[src/rtl/float_pkg.sv]
// rtl/float_pkg.sv - float type, sort state encoding and float helpers
package float_pkg;

  typedef struct packed {
    logic        sign;
    logic [7:0]  exponent;
    logic [22:0] mantissa;
  } float;

  typedef enum logic [1:0] {
    LOAD  = 2'd0,
    SORT  = 2'd1,
    DRAIN = 2'd2
  } fp_sort_state_e;

  // Unsigned key whose numeric order matches the float ranking:
  // positives above negatives, +0 above -0, negatives by reversed magnitude.
  function automatic logic [31:0] sort_key(float f);
    logic [31:0] bits;
    bits = f;
    return bits[31] ? ~bits : {1'b1, bits[30:0]};
  endfunction

  // Value of a finite float as a real; Inf/NaN encodings are not special-cased.
  function automatic real float_to_real(float f);
    real mag;
    if (f.exponent == 8'd0)
      mag = real'(f.mantissa) * (2.0 ** -149);
    else
      mag = (1.0 + real'(f.mantissa) / 8388608.0) * (2.0 ** (int'(f.exponent) - 127));
    return f.sign ? -mag : mag;
  endfunction

endpackage

[src/rtl/fp_sorter.sv]
// rtl/fp_sorter.sv - combinational compare-exchange cell for two floats
module fp_sorter
  import float_pkg::*;
(
  input  float a,
  input  float b,
  output float bign,
  output float smalln
);

  logic a_first;

  // Keep a in front on ties so equal patterns never swap
  always_comb begin
    a_first = (sort_key(a) >= sort_key(b));
    bign    = a_first ? a : b;
    smalln  = a_first ? b : a;
  end

endmodule

[src/rtl/fp_sort_buffer.sv]
// rtl/fp_sort_buffer.sv - block sorter: load N floats, odd-even transposition sort, drain descending
module fp_sort_buffer
  import float_pkg::*;
#(
  parameter int N = 8
) (
  input  logic clk,
  input  logic rst_n,
  input  logic in_valid,
  output logic in_ready,
  input  float in_data,
  output logic out_valid,
  input  logic out_ready,
  output float out_data,
  output logic out_last,
  output logic busy
);

  localparam int IW = $clog2(N);
  localparam logic [IW-1:0] LAST = IW'(N - 1);

  fp_sort_state_e state, state_nxt;
  logic [IW-1:0]  wr_idx, rd_idx, pass;
  float           data_buf [N];
  float           bign     [N-1];
  float           smalln   [N-1];

  // One compare-exchange cell per adjacent pair; pass parity picks which results land
  for (genvar i = 0; i < N - 1; i++) begin : g_cell
    fp_sorter u_cell (
      .a      (data_buf[i]),
      .b      (data_buf[i+1]),
      .bign   (bign[i]),
      .smalln (smalln[i])
    );
  end

  // State register
  always_ff @(posedge clk or negedge rst_n) begin
    if (!rst_n) state <= LOAD;
    else        state <= state_nxt;
  end

  // Next-state: fill, exactly N passes, drain to the last element
  always_comb begin
    state_nxt = state;
    case (state)
      LOAD:    if (in_valid && wr_idx == LAST)   state_nxt = SORT;
      SORT:    if (pass == LAST)                 state_nxt = DRAIN;
      DRAIN:   if (out_ready && rd_idx == LAST)  state_nxt = LOAD;
      default: state_nxt = LOAD;
    endcase
  end

  // Outputs decoded from state only, so in_ready never follows out_ready combinationally
  always_comb begin
    in_ready  = (state == LOAD);
    out_valid = (state == DRAIN);
    busy      = (state != LOAD);
    out_last  = (state == DRAIN) && (rd_idx == LAST);
    out_data  = '0;
    if (state == DRAIN) out_data = data_buf[rd_idx];
  end

  // Write, pass and read counters; each wraps to zero when its phase ends
  always_ff @(posedge clk or negedge rst_n) begin
    if (!rst_n) begin
      wr_idx <= '0;
      rd_idx <= '0;
      pass   <= '0;
    end else begin
      case (state)
        LOAD: begin
          pass <= '0;
          if (in_valid) wr_idx <= (wr_idx == LAST) ? '0 : wr_idx + 1'b1;
        end
        SORT: begin
          rd_idx <= '0;
          pass   <= (pass == LAST) ? '0 : pass + 1'b1;
        end
        DRAIN: begin
          if (out_ready) rd_idx <= (rd_idx == LAST) ? '0 : rd_idx + 1'b1;
        end
        default: begin
          wr_idx <= '0;
          rd_idx <= '0;
          pass   <= '0;
        end
      endcase
    end
  end

  // Block storage: loaded in LOAD, rewritten in place by the active pairs in SORT
  always_ff @(posedge clk) begin
    if (state == LOAD && in_valid) begin
      data_buf[wr_idx] <= in_data;
    end else if (state == SORT) begin
      for (int i = 0; i < N - 1; i++) begin
        if (pass[0] == 1'(i % 2)) begin
          data_buf[i]   <= bign[i];
          data_buf[i+1] <= smalln[i];
        end
      end
    end
  end

endmodule

[config.mk]
export PLATFORM = sky130hd
export DESIGN_NAME = fp_sort_buffer
export DESIGN_NICKNAME = d
export VERILOG_FILES = /design/src/rtl/float_pkg.sv /design/src/rtl/fp_sorter.sv /design/src/rtl/fp_sort_buffer.sv
export SDC_FILE = /design/constraint.sdc
export NUM_CORES = 1
export LEC_CHECK = 0
export BUFFER_PORTS_ARGS = -buffer_cell sky130_fd_sc_hd__buf_2
export CORE_MARGIN = 3
export CORE_UTILIZATION = 69
export CTS_CLUSTER_DIAMETER = 200
export DETAILED_ROUTE_END_ITERATION = 8
export HOLD_SLACK_MARGIN = 0.08
export PLACE_DENSITY_LB_ADDON = 0.2
export SLEW_MARGIN = 5
export SYNTH_ARGS = -nofsm -noshare
export SYNTH_HDL_FRONTEND = slang
export SYNTH_SLANG_ARGS = --single-unit
export TNS_END_PERCENT = 5
[constraint.sdc]
create_clock -name clk -period 9.6 [get_ports clk]
set_input_delay 1.92 -clock clk [delete_from_list [all_inputs] [get_ports clk]]
set_output_delay 1.92 -clock clk [all_outputs]
set_load 0.02 [all_outputs]
==> run_results.csv <==
group,metric,value,unit
die,dieArea,34300,um^2
drt,remaining_drc_errors,0,
finish,final_common_cell,"nand2_1",
die,die_h,185,um
finish,postLayoutCoreUtil,76.5,%
clock_tree,cts_tree,"yes",
synth,ys_warn_count,0,
finish,layout_common_cells,"275 x nand2_1, 256 x edfxtp_1, 253 x a21oi_1",
finish,final_nets,2464,
outcome,status,"completed",
synth,synth_nets,2448,
clock_tree,cts.path.max_buffers,3,
sta,final_hold_viol_count,0,
die,start_util,71.3,%
grt,grt_first_pass_wirelength,102000,um
placed_design,io_buffers,71,
power,total_power,7620,uW
clock_tree,cts_hold_buffers,0,
synth,async_flop_share,4.12,%
placed_design,dp.cells,2572,
grt,grt_pass1_vias,18000,
sta,rsz0062_at_grt,"false",
die,ios,72,
synth,synth_cell_types,74,
drt,vias_per_cell,6.80,
clock_tree,clk_pin_slew_worst_paths,60,ps
setup_path,critPathRequiredTime,9810,ps
finish,areaGrowthSynthToFinish,7.35,%
placed_design,placed_area,22800,um^2
clock_tree,cts_made_buffers,30,
setup_path,r2r_slack,4320,ps
sta,tns,0,ps
synth,ys_top_cells_by_area,"edfxtp_1 35%, ha_1 12%, mux2i_1 8.7%, xor2_1 6.6%, mux4_2 6.4%",
synth,syn-cell-area,22100,um^2
synth,ys_ff_latch,267,
finish,drive_above_1_share,10.6,%
setup_path,end_kind,"register",
drt,drtPass1Iterations,8,
setup_path,cp.arrival,5490,ps
placed_design,hpwl,44900,um
clock_tree,cts_sinks,267,
sta,worst_pin_slew,1090,ps
die,fp.coreArea,31100,um^2
setup_path,start_kind,"register",
sta,post-route-min-period,5280,ps
synth,ys_seq_area_share,36.0,%
finish,n_antenna_cell,0,
power,p_leak,0.00963,uW
synth,yosysTopAreaCell,"edfxtp_1",
drt,antenna_left,0,
clock_tree,clock-root-buffer,"clkbuf_16",
synth,synth_top_area_share,34.7,%
clock_tree,clock_latency,590,ps
grt,antenna_found_initial,1,
setup_path,critPathMaxStageDelay,860,ps
grt,grt_usage,38.2,%
die,rows,64,
clock_tree,cts_resized,0,
job,cap_viol_max_count,0,
setup_path,worst-setup-path-type,"register to register",
placed_design,gp_congestion,1.01,
synth,synth_edf_count,256,
sta,skew,23.8,ps
setup_path,critPathBufInv,3,
grt,grt-ovfl-total,0,
drt,drt-total-wl,65300,um
synth,ys.flop_type,"edfxtp_1",
setup_path,crit_path_cell_trace,"buf_4 -> xnor2_1 -> inv_1 -> ha_1 -> a21oi_1 -> o21ai_0 -> a2111oi_0 -> o41ai_1 -> a211oi_1 -> o21ai_0 -> a21boi_4 -> buf_4",
sta,slew_headroom,27.6,%
clock_tree,cts-htree-levels,1,
die,fp.dieW,185,um
sta,finalCritPeriodShare,55.0,%
drt,dr.first_iter.drc_count,2379,
setup_path,cp_max_fo,23,
power,ir_drop,201,uV
power,p_per_area,321,nW/um^2
drt,routedWlPerCell,24.9,um
drt,num_vias,17900,
min_path,hp-class,"register to register",
clock_tree,post_cts_buffers,0,
sta,finalSetupViolCount,0,
finish,finalInstanceArea,23800,um^2
sta,fmax,0.189,GHz
setup_path,cp_slowest_cell,"edfxtp_1",
sta,maxSlewViolCount,0,
synth,netlist_instances,2193,
grt,grt_max_degree,152,
setup_path,cpLargestDelayFamily,"compound AO/OA/AOI/OAI gates",
synth,avgSynthCellArea,10.1,um^2
finish,final_cells,2627,
[final timing paths]
check,from,end,depth (start not counted)
max in group asynchronous,rst_n,rd_idx[1],1
worst max-delay path,data_buf[6][31],data_buf[6][2],12
worst min register to register,pass[2],pass[2],2
worst max register to register,data_buf[6][31],data_buf[6][2],12
min in group asynchronous,rst_n,wr_idx[0],1
worst min-delay path,pass[2],pass[2],2
[synthesized netlist by cell type (all sizes together), types with 3 or more instances]
master / instances
nand2: 275
edfxtp: 256
a21oi: 255
ha: 219
inv: 197
mux2i: 193
xor2: 170
xnor2: 84
nor2: 66
mux4: 64
clkbuf: 62
buf: 56
o21ai: 45
a21boi: 34
nand4: 29
a21o: 23
nand3: 19
a211oi: 17
nor3: 14
dfrtp: 11
o21a: 9
maj3: 8
nor4: 7
a2111oi: 6
nand2b: 6
o31ai: 6
a31oi: 5
nor2b: 5
or3: 5
o211ai: 4
nor3b: 3
o21bai: 3
o311ai: 3
o31a: 3
[where the power goes]
part / internal (uW) / switching (uW) / total, uW / leakage, uW
logic: 1670 / 2650 / 4330 / 0.00671
registers: 1760 / 455 / 2210 / 0.00248
clock network: 596 / 487 / 1080 / 0.000434
[metrics by stage]
stage          hold WS, ps  setup slack, ps
6_report               508             4320
4_1_cts                507             4420
3_5_place_dp           483             4450
3_3_place_gp           472             4520
5_1_grt                532             4170
2_1_floorplan          457             3610
[layout make-up]
type                       instances  area [um^2]
fill                            2117         7300
timing repair buffer             102          633
sequential                       267         7970
clock buffer                      35          769
multi-input combinational       1610        13000
inverter                         198          743
clock inverter                    19          128
tap                              396          495
[registers in the layout, summed over array words and instances (netlist names)]
register  count
data_buf    256
state         2
wr_idx        3
rd_idx        3
pass          3
[worst reg2reg max path: stages (launching register included)]
cell and delay, ps:
edfxtp_1 860, buf_4 540, xnor2_1 210, inv_1 70
ha_1 320, a21oi_1 220, o21ai_0 120, a2111oi_0 740
o41ai_1 270, a211oi_1 310, o21ai_0 180, a21boi_4 520
buf_4 550
[logic make-up (layout without fill, tap and decap cells)]
logic type      count (synthesis)  in the layout  synth area share [%]
fa+ha+maj                     227            227                  12.8
mux                           257            257                  15.2
xor+xnor                      254            254                  10.4
flops                         267            267                  36.0
simple gates                  437            437                  8.41
buf+inv                       316            354                  5.59
compound gates                435            435                  11.7
[layer usage]
metal,part of all wire [%],vias to the layer above,GRT usage (%)
met1,40,8658,53.4
met5,0.020,-,0
met4,4.3,2,15.1
li1,-,7907,-
met2,45,1103,59.9
met3,11,205,6.62
Note: power is estimated with default switching activity, not from simulation.
